**config.mk**
```make
export PLATFORM = sky130hd
export DESIGN_NAME = mem_stage
export DESIGN_NICKNAME = d
export VERILOG_FILES = /design/src/rtl/mem_stage.sv
export SDC_FILE = /design/constraint.sdc
export NUM_CORES = 1
export LEC_CHECK = 0
export BUFFER_PORTS_ARGS = -buffer_cell sky130_fd_sc_hd__buf_2
export CAP_MARGIN = 20
export CORE_MARGIN = 1
export CORE_UTILIZATION = 51
export CTS_BUF_LIST = sky130_fd_sc_hd__clkbuf_8
export DETAILED_ROUTE_END_ITERATION = 8
export PLACE_DENSITY = 0.88
export SYNTH_ARGS = -nofsm -noshare
export SYNTH_HDL_FRONTEND = slang
export SYNTH_SLANG_ARGS = --single-unit
```
**constraint.sdc**
```tcl
create_clock -name clk -period 6.4 [get_ports clk]
set_clock_uncertainty 0.2 [all_clocks]
set_input_delay 0.32 -clock clk [delete_from_list [all_inputs] [get_ports clk]]
set_output_delay 0.32 -clock clk [all_outputs]
set_load 0.02 [all_outputs]
```
**src/rtl/mem_stage.sv**
```systemverilog
// mem_stage: memory/writeback stage downstream of the ALU.
// Registers ALU results, runs LD/ST against data memory over a req/ack
// handshake, owns the architectural {N,Z} flag register and issues one
// writeback per instruction.
// Optional feature: define MEM_TIMEOUT_EN to bound the ack wait to TIMEOUT
// cycles. A timeout completes the instruction without a register write and
// sets the sticky mem_err flag.
module mem_stage #(
    parameter int unsigned DATA_W  = 32,
    parameter int unsigned ADDR_W  = 16,
    parameter int unsigned TIMEOUT = 255
) (
    input  logic              clk,
    input  logic              rst,
    input  logic              ex_valid,
    output logic              ex_ready,
    input  logic [4:0]        ex_opcode,
    input  logic [DATA_W-1:0] ex_alu_out,
    input  logic [1:0]        ex_flags,
    input  logic [DATA_W-1:0] ex_st_data,
    input  logic [4:0]        ex_rd,
    input  logic              flush,
    output logic              dmem_req,
    output logic              dmem_we,
    output logic [ADDR_W-1:0] dmem_addr,
    output logic [DATA_W-1:0] dmem_wdata,
    input  logic              dmem_ack,
    input  logic [DATA_W-1:0] dmem_rdata,
    output logic              wb_valid,
    output logic              wb_we,
    output logic [4:0]        wb_rd,
    output logic [DATA_W-1:0] wb_data,
    output logic [1:0]        flag_reg,
    output logic              mem_err
);

    localparam logic [4:0] OP_LD  = 5'b11101;
    localparam logic [4:0] OP_ST  = 5'b11100;
    localparam logic [4:0] OP_CMP = 5'b10010;

    typedef enum logic {IDLE, MEM} state_t;

    state_t            state, state_d;
    logic              req_d, we_d;
    logic [ADDR_W-1:0] addr_d;
    logic [DATA_W-1:0] wdata_d;
    logic [4:0]        mem_rd, mem_rd_d;
    logic              wb_valid_d, wb_we_d;
    logic [4:0]        wb_rd_d;
    logic [DATA_W-1:0] wb_data_d;
    logic [1:0]        flag_d;
    logic              accept;
    logic              is_mem_op;

`ifdef MEM_TIMEOUT_EN
    localparam int unsigned CNT_W = ($clog2(TIMEOUT + 1) > 8) ? $clog2(TIMEOUT + 1) : 8;
    logic [CNT_W-1:0] cnt, cnt_d;
    logic             err_q, err_d;
    assign mem_err = err_q;
`else
    assign mem_err = 1'b0;
`endif

    assign ex_ready  = (state == IDLE);
    assign accept    = ex_valid & ex_ready & ~flush;
    assign is_mem_op = (ex_opcode == OP_LD) || (ex_opcode == OP_ST);

    // Next-state and next-output decode; defaults hold state, drop the pulse
    always_comb begin
        state_d    = state;
        req_d      = dmem_req;
        we_d       = dmem_we;
        addr_d     = dmem_addr;
        wdata_d    = dmem_wdata;
        mem_rd_d   = mem_rd;
        wb_valid_d = 1'b0;
        wb_we_d    = 1'b0;
        wb_rd_d    = wb_rd;
        wb_data_d  = wb_data;
        flag_d     = flag_reg;
`ifdef MEM_TIMEOUT_EN
        cnt_d      = cnt;
        err_d      = err_q;
`endif
        case (state)
            IDLE: begin
                if (accept) begin
                    if (is_mem_op) begin
                        state_d  = MEM;
                        req_d    = 1'b1;
                        we_d     = (ex_opcode == OP_ST);
                        addr_d   = ex_alu_out[ADDR_W-1:0];
                        wdata_d  = ex_st_data;
                        mem_rd_d = ex_rd;
`ifdef MEM_TIMEOUT_EN
                        cnt_d    = '0;
`endif
                    end else begin
                        wb_valid_d = 1'b1;
                        wb_rd_d    = ex_rd;
                        wb_data_d  = ex_alu_out;
                        wb_we_d    = (ex_opcode != OP_CMP) && (ex_rd != 5'd0);
                        if (ex_opcode == OP_CMP) begin
                            flag_d = ex_flags;
                        end
                    end
                end
            end
            MEM: begin
                if (dmem_ack) begin
                    state_d    = IDLE;
                    req_d      = 1'b0;
                    wb_valid_d = 1'b1;
                    wb_rd_d    = mem_rd;
                    if (dmem_we) begin
                        wb_we_d   = 1'b0;
                        wb_data_d = '0;
                    end else begin
                        wb_we_d   = (mem_rd != 5'd0);
                        wb_data_d = dmem_rdata;
                    end
                end
`ifdef MEM_TIMEOUT_EN
                else if (cnt == CNT_W'(TIMEOUT - 1)) begin
                    state_d    = IDLE;
                    req_d      = 1'b0;
                    wb_valid_d = 1'b1;
                    wb_rd_d    = mem_rd;
                    err_d      = 1'b1;
                end else begin
                    cnt_d = cnt + CNT_W'(1);
                end
`endif
            end
            default: state_d = IDLE;
        endcase
    end

    // State and registered outputs; reset abandons any outstanding access
    always_ff @(posedge clk or posedge rst) begin
        if (rst) begin
            state      <= IDLE;
            dmem_req   <= 1'b0;
            dmem_we    <= 1'b0;
            dmem_addr  <= '0;
            dmem_wdata <= '0;
            mem_rd     <= 5'd0;
            wb_valid   <= 1'b0;
            wb_we      <= 1'b0;
            wb_rd      <= 5'd0;
            wb_data    <= '0;
            flag_reg   <= 2'b00;
`ifdef MEM_TIMEOUT_EN
            cnt        <= '0;
            err_q      <= 1'b0;
`endif
        end else begin
            state      <= state_d;
            dmem_req   <= req_d;
            dmem_we    <= we_d;
            dmem_addr  <= addr_d;
            dmem_wdata <= wdata_d;
            mem_rd     <= mem_rd_d;
            wb_valid   <= wb_valid_d;
            wb_we      <= wb_we_d;
            wb_rd      <= wb_rd_d;
            wb_data    <= wb_data_d;
            flag_reg   <= flag_d;
`ifdef MEM_TIMEOUT_EN
            cnt        <= cnt_d;
            err_q      <= err_d;
`endif
        end
    end

endmodule

```
==> flow_metrics.env <==
export IMPL_post_drt_via_cell_ratio=5.18
export IMPL_hold_ws_ns=0.0211
export IMPL_area_sequential_um2=2430
export IMPL_drv_max_cap_violation_count=0
export IMPL_multi_input_area_um2=1460
export IMPL_top_registers="dmem_wdata x32, wb_data x32, dmem_addr x16"
export IMPL_total_wire_length_mm=10.6
export IMPL_drc=0
export IMPL_antenna_violating_nets_post_route=0
export IMPL_vdd_ir_drop_max_v=0.000172
export IMPL_postSynthAreaPerCell_um2=14.0
export IMPL_cts_path_max_buffers=2
export IMPL_drive_above_1_share=0.468
export IMPL_root_buffer="sky130_fd_sc_hd__clkbuf_8"
export IMPL_worst_skew_pair_late_latency_ns=0.34
export IMPL_top_level_ports=206
export IMPL_grt_antenna_before_repair=0
export IMPL_worst_setup_path_start_kind="register"
export IMPL_fp_coreArea_um2=7850
export IMPL_worstMarginPinSlew_ns=1.05
export IMPL_p_leak_nw=3.09
export IMPL_die_h_um=92.6
export IMPL_status="complete, no violations"
export IMPL_worstHoldPathType="input pin to register"
export IMPL_cts_sinks=97
export IMPL_worstPathMaxFanout=34
export IMPL_grt_setup_unrepaired="false"
export IMPL_grt_total_usage=0.251
export IMPL_synth_seq_cells=97
export IMPL_grt_pass1_wl_mm=16.5
export IMPL_totalNegativeSetupSlack_ns=0
export IMPL_num_antenna_cells=0
export IMPL_numCtsBuffers=9
export IMPL_initial_utilization=0.534
export IMPL_maxSlewViolCount=0
export IMPL_num_nets_final=653
export IMPL_max_freq_ghz=0.349
export IMPL_timing_worst_setup_path_type="register to primary output"
export IMPL_worstPathRequired_ns=5.88
export IMPL_detailedPlacementHpwl_mm=7.09
export IMPL_cp_arrival_ns=2.35
export IMPL_worstSetupEndpointType="primary output"
export IMPL_path_clk_slew_ns=0.09
export IMPL_power_density_nw_per_um2=293
export IMPL_h_tree_depth=3
export IMPL_floorplan_die_width_um=92.6
export IMPL_die_area_um2=8580
export IMPL_final_setup_viol_count=0
export IMPL_synthesis_nets=413
export IMPL_drt_iter0_drc=105
export IMPL_tritoncts="built"
export IMPL_hold_violations=0
export IMPL_vias_in_the_first_global_route=3439
export IMPL_period_minus_slack_ns=2.87
export IMPL_synth_cells=300
export IMPL_routed_via_count=3351
export IMPL_synth_seq_area_share=0.580
export IMPL_synth_warning_count=0
export IMPL_grt_start_max_net_pins=62
export IMPL_post_route_period_util=0.448
export IMPL_flow_area_growth_from_synthesis_pct=38.9
export IMPL_post_drt_wl_per_cell_um=16.4
export IMPL_slew_headroom=0.297
export IMPL_totalPowerFinal_mw=1.71
export IMPL_fillCellCount=559
export IMPL_synth_cell_area_um2=4190
export IMPL_synth_distinct_cells=32
export IMPL_grt_remaining_overflow=0
export IMPL_row_count=32
export IMPL_port_buffers=204
export IMPL_firstDrtPassIters=4
export IMPL_placed_cells=591
export IMPL_utilization=0.741
export IMPL_finalWeightedCongestion=0.803
export IMPL_post_layout_nonfiller_instances=647
-- cells in the final DEF (no fill, tap or decap), types with 2 or more instances in the layout --
cell type | netlist | layout
sky130_fd_sc_hd__a21oi_1 | 2 | 2
sky130_fd_sc_hd__a22oi_1 | 31 | 31
sky130_fd_sc_hd__buf_2 | 2 | 204
sky130_fd_sc_hd__buf_4 | 3 | 2
sky130_fd_sc_hd__bufinv_16 | 0 | 2
sky130_fd_sc_hd__clkbuf_8 | 0 | 9
sky130_fd_sc_hd__dfrtp_1 | 97 | 97
sky130_fd_sc_hd__dlygate4sd3_1 | 0 | 40
sky130_fd_sc_hd__inv_1 | 32 | 34
sky130_fd_sc_hd__mux2_1 | 37 | 37
sky130_fd_sc_hd__mux2_2 | 29 | 29
sky130_fd_sc_hd__mux2i_1 | 31 | 31
sky130_fd_sc_hd__nand2_1 | 2 | 2
sky130_fd_sc_hd__nor2_1 | 3 | 3
-- cell usage after synthesis --
master	instances	area share
sky130_fd_sc_hd__mux2i_1	31	0.074
sky130_fd_sc_hd__mux2_2	29	0.078
sky130_fd_sc_hd__buf_6	3	0.0081
sky130_fd_sc_hd__and2_4	1	0.0021
sky130_fd_sc_hd__and4b_4	1	0.0033
sky130_fd_sc_hd__o32ai_1	1	0.0021
sky130_fd_sc_hd__nor3b_2	1	0.0030
sky130_fd_sc_hd__nand4_1	1	0.0015
sky130_fd_sc_hd__conb_1	1	0.00090
sky130_fd_sc_hd__or4_1	1	0.0018
sky130_fd_sc_hd__nand2_1	2	0.0018
sky130_fd_sc_hd__a22oi_1	31	0.056
sky130_fd_sc_hd__buf_8	3	0.011
sky130_fd_sc_hd__buf_4	3	0.0054
sky130_fd_sc_hd__buf_2	2	0.0024
sky130_fd_sc_hd__or3b_1	1	0.0021
sky130_fd_sc_hd__and3_1	1	0.0015
sky130_fd_sc_hd__a211o_1	1	0.0021
sky130_fd_sc_hd__o2bb2ai_1	1	0.0021
sky130_fd_sc_hd__a21o_1	1	0.0018
sky130_fd_sc_hd__clkinv_1	1	0.00090
sky130_fd_sc_hd__dfrtp_1	97	0.58
sky130_fd_sc_hd__nor2b_1	2	0.0030
sky130_fd_sc_hd__nor3_1	1	0.0012
sky130_fd_sc_hd__nor2_1	3	0.0027
sky130_fd_sc_hd__o21bai_1	1	0.0018
sky130_fd_sc_hd__mux2_1	37	0.099
sky130_fd_sc_hd__o21ai_2	1	0.0021
sky130_fd_sc_hd__inv_1	32	0.029
sky130_fd_sc_hd__buf_12	3	0.014
sky130_fd_sc_hd__a21oi_1	2	0.0024
sky130_fd_sc_hd__clkbuf_1	4	0.0036
-- final cells by class --
cell class,count,share of cell area
clock buffer,9,0.0213
clock inverter,7,0.0151
inverter,33,0.0217
multi-input combinational,152,0.251
sequential,97,0.417
tap,102,0.0219
timing repair buffer,247,0.252
-- layer usage --
layer,global-route usage,vias up,wire [um],part of all wire
li1,-,1525,-,-
met1,0.296,1661,4140,0.39
met2,0.460,147,5660,0.53
met3,0.0386,18,599,0.056
met4,0.0936,0,232,0.022
met5,0,-,0,0
-- cells by family (layout without fill, tap and decap cells) --
kind of cell,count (synthesis),in the layout,synth area share
other,1,1,0.000895
multiplexers,97,97,0.252
buffers and inverters,51,296,0.0741
flip-flops,97,97,0.580
AND/OR/NAND/NOR,15,15,0.0239
AO/OA/AOI/OAI,39,39,0.0699
-- worst max-delay path, stage by stage, from the launching register on --
cell and delay (ns):
sky130_fd_sc_hd__dfrtp_1 0.59, sky130_fd_sc_hd__clkinv_1 0.93, sky130_fd_sc_hd__buf_2 0.47
-- metrics by stage --
step	setup slack (ns)	cell area, um2
global placement	3.82	5180
detailed placement	3.75	5200
floorplan	3.35	4190
finish	3.53	5820
global route	3.45	5820
CTS	3.57	5820
-- report_power, final --
part           leakage (nW)  internal [mW]  switching [mW]
sequential             1.20          0.732          0.0663
clock                 0.114          0.218           0.199
combinational          1.77          0.202           0.289
total                  3.09           1.15           0.554
-- what timing repair did --
action | in CTS | in global routing
gates resized for setup | 0 | 0
hold endpoints to repair | 75 | 0
hold buffers | 40 | 0
setup buffers | 0 | 0
-- path summary, 6_finish.rpt --
kind / slack [ns] / cells after the start / startpoint / end
worst min-delay path: 0.02 / 2 / ex_alu_out[0] / dmem_addr[0]$_DFFE_PP0P_
worst max register to register: 3.73 / 4 / state$_DFF_PP0_ / wb_rd[3]$_DFFE_PP0P_
worst max-delay path: 3.53 / 2 / state$_DFF_PP0_ / ex_ready
min in group asynchronous: 0.32 / 3 / rst / dmem_wdata[19]$_DFFE_PP0P_
worst min register to register: 0.29 / 1 / dmem_req$_DFFE_PP0P_ / dmem_req$_DFFE_PP0P_
max in group asynchronous: 4.53 / 4 / rst / wb_data[3]$_DFFE_PP0P_
Power figures use the tool's default switching activity.
